==> src/rtl/synapse_receiver.sv <==
// Postsynaptic receiver: rising-edge spike detection per input, weighted
// accumulation into a leaky signed Q16.16 current register with saturation.

module synapse_lane #(
    parameter int N = 32
) (
    input  logic         clk,
    input  logic         reset,
    input  logic         synin,
    input  logic         we,
    input  logic [N-1:0] wr_data,
    output logic         hit,
    output logic [N-1:0] weight
);
    logic prev;

    always_ff @(posedge clk or posedge reset) begin
        if (reset) begin
            prev   <= 1'b0;
            weight <= '0;
        end else begin
            prev <= synin;
            if (we) weight <= wr_data;
        end
    end

    // Combinational edge so the weight used is the one held before any same-cycle write
    assign hit = synin & ~prev;
endmodule

module synapse_receiver #(
    parameter int N           = 32,
    parameter int M           = 4,
    parameter int DECAY_SHIFT = 4,
    parameter int CNT_W       = 16,
    localparam int AW         = (M > 1) ? $clog2(M) : 1,
    localparam int SW         = N + $clog2(M) + 1
) (
    input  logic                clk,
    input  logic                reset,
    input  logic [M-1:0]        synin,
    input  logic                wr_en,
    input  logic [AW-1:0]       wr_addr,
    input  logic [N-1:0]        wr_data,
    output logic signed [N-1:0] I_out,
    output logic                sat,
    output logic [CNT_W-1:0]    spike_cnt
);
    logic [M-1:0]                hit;
    logic [M-1:0][N-1:0]         weight;
    logic signed [SW-1:0]        i_ext, dec, sum, nxt;
    logic [CNT_W-1:0]            pc;
    logic                        ovf;
    logic [N-1:0]                clipped;

    for (genvar k = 0; k < M; k++) begin : g_lane
        // Addresses >= M match no lane, so those writes fall away
        synapse_lane #(.N(N)) u_lane (
            .clk     (clk),
            .reset   (reset),
            .synin   (synin[k]),
            .we      (wr_en && (wr_addr == AW'(k))),
            .wr_data (wr_data),
            .hit     (hit[k]),
            .weight  (weight[k])
        );
    end

    always_comb begin
        sum = '0;
        pc  = '0;
        for (int k = 0; k < M; k++) begin
            if (hit[k]) sum = sum + {{(SW-N){weight[k][N-1]}}, weight[k]};
            pc = pc + CNT_W'(hit[k]);
        end
    end

    // Arithmetic shift floors toward -inf: small positives stick, negatives reach 0
    assign i_ext = {{(SW-N){I_out[N-1]}}, I_out};
    assign dec   = i_ext - (i_ext >>> DECAY_SHIFT);
    assign nxt   = dec + sum;

    // Result fits in N bits only if all bits from N-1 upward agree
    assign ovf     = (|nxt[SW-1:N-1]) & ~(&nxt[SW-1:N-1]);
    assign clipped = !ovf       ? nxt[N-1:0] :
                     nxt[SW-1]  ? {1'b1, {(N-1){1'b0}}} :
                                  {1'b0, {(N-1){1'b1}}};

    always_ff @(posedge clk or posedge reset) begin
        if (reset) begin
            I_out     <= '0;
            sat       <= 1'b0;
            spike_cnt <= '0;
        end else begin
            I_out     <= clipped;
            sat       <= ovf;
            spike_cnt <= spike_cnt + pc;
        end
    end
endmodule
==> config.mk <==
export PLATFORM = sky130hd
export DESIGN_NAME = synapse_receiver
export DESIGN_NICKNAME = d
export VERILOG_FILES = /design/src/rtl/synapse_receiver.sv
export SDC_FILE = /design/constraint.sdc
export NUM_CORES = 1
export LEC_CHECK = 0
export CAP_MARGIN = 20
export CORE_MARGIN = 1.5
export CORE_UTILIZATION = 30
export DETAILED_ROUTE_END_ITERATION = 7
export PLACE_DENSITY = 0.54
export RECOVER_POWER = 100
export SETUP_SLACK_MARGIN = 0.15
export SLEW_MARGIN = 40
export SYNTH_ARGS = -nofsm -noshare
export SYNTH_HDL_FRONTEND = slang
export SYNTH_SLANG_ARGS = --single-unit
==> constraint.sdc <==
create_clock -name clk -period 31.2 [get_ports clk]
set_input_delay 6.24 -clock clk [delete_from_list [all_inputs] [get_ports clk]]
set_output_delay 6.24 -clock clk [all_outputs]
set_load 0.005 [all_outputs]
After elaboration in Yosys (flattened, before gate mapping)

Index checks and enable logic that the tools add are counted.

Bits of input ports: 41
Flip-flop bits (word level): 181
Output and inout bits: 49
Logic and storage cells: 46

$add $sub $neg: 9
Eq/ne operators: 3
Mux-type cells: 6
Reductions and logical operators: 7
Bitwise logic cells: 10

Operators by type and width:

| kind               | number |
|---|---|
| $mux 35            | 4 |
| $add 35x35->35     | 3 |
| $mux 32            | 2 |
| $add 33x35->35     | 1 |
| $sub 32x28->33     | 1 |
| $add 16x4->16      | 1 |
| $and 1x1->1        | 5 |
| $not 1->1          | 5 |
| $add 3x1->4        | 1 |
| $eq 2x2->1 const B | 2 |
| $logic_and 1x1->1  | 4 |
| $reduce_and 4->1   | 1 |
| $reduce_or 4->1    | 1 |
| $add 2x1->3        | 1 |
| $add 1x1->2        | 1 |
| $eq 2x1->1 const B | 1 |
| $logic_not 2->1    | 1 |

Logic depth before layout (Yosys ltp)

Depth after elaboration: 14
Gate-level depth with buffers: 57
Depth with buffers taken out: 54

By module

A second synthesis with hierarchy kept.

Cells, all modules: 1,693
Area, all modules: 16,489.6 um2

By module, submodules not included:

| module           | instances | sequential area each (um2) | cells an instance | area each (um2) |
|---|---|---|---|---|
| synapse_receiver | 1         | 1,226.2                    | 1,409             | 10,969.3 |
| synapse_lane     | 4         | 825.8                      | 71                | 1,380.1 |

Worst setup path before layout

No wires, ideal clock.

Path type: input-to-reg
Start: input synin[0]
End: register I_out[11]
Cell stages on the path: 53
Slack: 15,301 ps
Arrival: 15,778 ps
Setup time: 121 ps
Path buffers: 3
Required time: 31,079 ps
Cells stage by stage: nand2b_2 -> inv_2 -> clkbuf_1 -> clkbuf_1 -> nand2_1 -> inv_1 -> ha_1 -> fa_1 -> and2_1 -> o21ai_0 -> a211oi_1 -> or2_2 -> maj3_1 -> a21oi_1 -> xor2_1 -> o21ai_0 -> ha_1 -> a21oi_1 -> [... 17 more ...] -> xor2_1 -> nand2_1 -> o21ai_0 -> fa_1 -> inv_1 -> ha_1 -> nand3_1 -> nor2_1 -> nand2_1 -> o31ai_1 -> a31oi_1 -> o21a_1 -> o21a_1 -> or3_4 -> a21oi_4 -> o22ai_4 -> buf_4 -> a22o_1

Longest elaborated chain between the ends: 13
Elaborated cells between the ends (all ways): 15
Classes of those cells: add/sub: 4; mux: 6; bitwise: 3; reduce/logical: 2

Ends and longest elaborated chain:

| element               | RTL line | RTL |
|---|---|---|
| from (decl)           | 41       | `input logic [M-1:0] synin,` |
| $and 1x1->1 *         | 28       | `assign hit = synin & ~prev;` |
| $mux 35 *             | 73       | `if (hit[k]) sum = sum + {{(SW-N){weight[k][N-1]}}, weight[k]};` |
| $add 35x35->35        | 73       |  |
| $mux 35 *             | 73       |  |
| $add 35x35->35        | 73       |  |
| $mux 35 *             | 73       |  |
| $add 35x35->35        | 73       |  |
| $mux 35 *             | 73       |  |
| $add 33x35->35 *      | 81       | `assign nxt = dec + sum;` |
| $reduce_and 4->1      | 84       | `assign ovf = (\|nxt[SW-1:N-1]) & ~(&nxt[SW-1:N-1]);` |
| $not 1->1             | 84       |  |
| $and 1x1->1           | 84       |  |
| $mux 32 *             | 85       | `assign clipped = !ovf ? nxt[N-1:0] :` |
| named net clipped[11] | 54       | `logic [N-1:0] clipped;` |
| to (signal assigned)  | 95       | `I_out <= clipped;` |
| to (decl)             | 45       | `output logic signed [N-1:0] I_out,` |

Mark *: on every way through the listed nets, which the timed path passes. The rest lies on a longest branch.
A chain may end at the register's enable or synchronous reset.

Final worst setup path

Start: input synin[0]
End: register I_out[14]

The elaborated chain is that of the path after synthesis.

==> results.md <==
- Result of the run: complete, but fails checks
- Violations in the final reports: max-capacitance violations, max-slew violations
- Routed via count divided by cell count: 5.09
- Critical Path Source Type: primary input
- Total wire length: 42.5 mm
- Type of the setup path with the least slack: in2reg
- Maximum Capacitance Violations: 6
- Clock slew at the register clock pins of the worst setup and hold paths: 70 ps
- Total congestion overflow: 0
- Total Negative Setup Slacks: 0 ps
- Number of different library cells in the post-synthesis netlist: 82
- Ports placed on the boundary: 90
- Overall power of the completed layout: 1.91 mW
- Cell type with the highest aggregate area in the netlist: sky130_fd_sc_hd__dfrtp_1
- Fin Hold WS: 476 ps
- Total of warnings raised by yosys: 0
- Syn_area_per_cell: 9.11 sq um
- Wire per inst: 17.1 um
- Async set-reset flop share out of synthesis: 100%
- Switching power summed over all nets: 885 uW
- Total GRT Usage: 16.3%
- Skew-Pair Late Insertion Delay: 470 ps
- Number of pins with negative max-slew slack in the final report: 316
- Antenna viol nets, final: 0
- Number of instances in the synthesized netlist: 1728
- Class of the worst hold path: reg2reg
- Most used flip-flop cell after synthesis: sky130_fd_sc_hd__dfrtp_1
- Worst Reg-to-Reg Cells: 52
- Chip Height: 232 um
- Floorplan core area: 51600 sq um
- Number of hold buffers added after CTS: 0
- Dpl ws: 12700 ps
- Proportion of power drawn by flip-flops and latches: 19.0%
- Power density over the cells: 107 nW/um^2
- Post_cts resized: 0
- Time the worst path needs with I/O delays and setup: 19740 ps
- Static leakage power: 8.12 nW
- Layout cell share with drive strength beyond 1: 11.1%
- Required arrival time at the worst endpoint: 31600 ps
- Critical register-to-register path endpoint: I_out[14]
- Area Overhead vs Synth: 13.7%
- Chip Width: 232 um
- Maximum number of pins on one net before global-route repair: 109
- Worst stage delay on the critical path: 920 ps
- Number of port buffers: 89
- H-Tree Depth: 4
- Number of CTS-inserted buffers: 17
- Worst reg-to-reg setup slack: 17460 ps
- Mapped Nets: 1936
- Slack of the critical path: 11460 ps
- Core occupancy in the finished layout: 34.7%
- Crit path max fanout: 37
- Cell occurring most often along the worst timing path: sky130_fd_sc_hd__nand2_1
- Max_slew headroom: -238%
- Start point of the critical path: synin[0]
- Critical-path top delay cell: sky130_fd_sc_hd__inv_1
- Final setup viols: 0
- Netlist Area Pre-Place: 15700 sq um
- Crit. End Element: flop
- Part of the power in the clock network: 11.8%
- Deepest clock path buffer count: 2
- Logic pwr share: 69.1%
- Crit path DAT: 20140 ps
- Internal portion of total power: 1.02 mW
- Total number of nets in the final design: 1994
- Last element of the critical path: I_out[14]
- Share of Yosys cell area claimed by the top area cell type: 28.8%
- Worst setup skew after layout: 19.6 ps
- Number of enable flip-flop cells after synthesis: 0
- Clk sink count: 181
- Most common cell in the netlist: sky130_fd_sc_hd__dfrtp_1
- Hold Violations, Final: 0
- Global-route wire length before repair: 69.0 mm
- First-pass detailed-route iteration total: 6
- Total via count after detailed routing: 12600
- Transition at the pin with the smallest max-transition slack: 5040 ps
- Die area: 53900 sq um
- Antenna violations before repair: 0
- Cell types occupying the most area after synthesis: sky130_fd_sc_hd__dfrtp_1 (29%), sky130_fd_sc_hd__ha_1 (10%), sky130_fd_sc_hd__mux2_2 (10%)
- Sequential share of the synthesized area: 28.8%
- Remaining DRCs: 0
- Clock tree from TritonCTS: done
- Sw frac: 46.4%
- Antenna Diode Count: 0
- Std-Cell Rows: 83
- Post-DP HPWL: 32.7 mm
- Initial core utilization: 30.5%
- Via count of the first global-routing pass: 12500
- Initial drt markers: 769
- Share of the clock period used by the worst path: 63.3%
- Number of buffers added for setup after CTS: 0
- Master cell of the clock root buffer: sky130_fd_sc_hd__clkbuf_16
- FMAX: 0.0507 GHz
- Unrepaired setup endpoints after global routing: no
- Largest voltage drop on the vdd net: 0.0000602 V
- Weighted congestion reported at the end of routability-driven placement: 0.913
- R2R Path Start: g_lane[0].u_lane.prev
- Flip-flop and latch count after synthesis: 181
- Most used standard cells in the synthesized netlist: sky130_fd_sc_hd__dfrtp_1 (181), sky130_fd_sc_hd__a21oi_1 (147), sky130_fd_sc_hd__mux2_2 (141), sky130_fd_sc_hd__ha_1 (130), sky130_fd_sc_hd__nand2_1 (128)
-- worst min path at each step --
stage	slack, ps	to	depth (start not counted)	startpoint
floorplan	470	spike_cnt[15]	1	spike_cnt[15]
global placement	470	spike_cnt[15]	1	spike_cnt[15]
detailed placement	470	spike_cnt[15]	1	spike_cnt[15]
CTS	490	spike_cnt[15]	1	spike_cnt[15]
global route	490	spike_cnt[15]	1	spike_cnt[15]
finish	480	spike_cnt[15]	1	spike_cnt[15]
-- state kept, by name, indices dropped and copies added, names as in the netlist --
name                  flops
g_lane.u_lane.weight    128
I_out                    32
g_lane.u_lane.prev        4
spike_cnt                16
sat                       1
-- critical path: cells and delay by family --
kind,cells,cell delay [ps]
XOR/XNOR,3,570
adder cells (fa/ha/maj),6,2060
AO/OA/AOI/OAI,21,5060
AND/OR/NAND/NOR,18,3520
buffers and inverters,5,2650
-- cell type report --
type | count | area (sq um)
repair buffers | 100 | 958
clock buffers | 17 | 425
clock inverters | 15 | 168
well taps | 680 | 851
inverters | 119 | 448
multi-input cells | 1367 | 10500
fillers | 5258 | 33700
flip-flops and latches | 181 | 4530
-- per-stage QoR --
step,cells,area [sq um]
finish,2479,17900
global route,2479,17900
CTS,2478,17900
detailed placement,2446,17400
global placement,2445,17300
floorplan,1728,15700
-- cell families after synthesis --
kind of cell	Yosys count	share of synthesized area, %
muxes	150	10.7
AOI/OAI and AO/OA	483	20.0
DFF	181	28.8
adders and majority gates	169	15.2
xor gates and xnor gates	141	7.84
buffers and inverters	180	4.43
and+or+nand+nor	424	13.2
-- power by group through the flow --
| stage | Sequential (mW) | Combinational (mW) | Clock [mW] |
|---|---|---|---|
| 2_1_floorplan | 0.347 | 1.03 | 0 |
| 3_3_place_gp | 0.370 | 1.30 | 0 |
| 3_5_place_dp | 0.371 | 1.31 | 0 |
| 4_1_cts | 0.367 | 1.32 | 0.234 |
| 5_1_grt | 0.376 | 1.49 | 0.243 |
| 6_report | 0.364 | 1.32 | 0.226 |
-- metal layers --
metal	track usage (%)	vias up	routed length (um)
met5	0	-	0
met4	4.79	0	715
met3	1.94	37	1160
met1	23.6	6043	21900
li1	-	6298	-
met2	25.1	228	18700
-- layout by cell type, fill, tap and decap left out, types with 19 or more instances in the layout --
cell / netlist / layout
sky130_fd_sc_hd__inv_1: 118 / 117
sky130_fd_sc_hd__xnor2_1: 78 / 78
sky130_fd_sc_hd__dlygate4sd3_1: 0 / 55
sky130_fd_sc_hd__and2_1: 28 / 28
sky130_fd_sc_hd__nand3_1: 41 / 41
sky130_fd_sc_hd__fa_1: 37 / 37
sky130_fd_sc_hd__a21o_1: 64 / 64
sky130_fd_sc_hd__ha_1: 130 / 130
sky130_fd_sc_hd__o21ai_0: 99 / 99
sky130_fd_sc_hd__a22o_1: 31 / 31
sky130_fd_sc_hd__nand2_1: 128 / 128
sky130_fd_sc_hd__dfrtp_1: 181 / 181
sky130_fd_sc_hd__xor2_1: 63 / 63
sky130_fd_sc_hd__nor2_1: 98 / 99
sky130_fd_sc_hd__a211oi_1: 19 / 19
sky130_fd_sc_hd__nor3_1: 19 / 19
sky130_fd_sc_hd__a21oi_1: 147 / 147
sky130_fd_sc_hd__clkdlybuf4s50_1: 0 / 34
sky130_fd_sc_hd__nand2b_1: 28 / 27
sky130_fd_sc_hd__mux2_2: 141 / 141
Note: power is estimated with default switching activity, not from simulation.
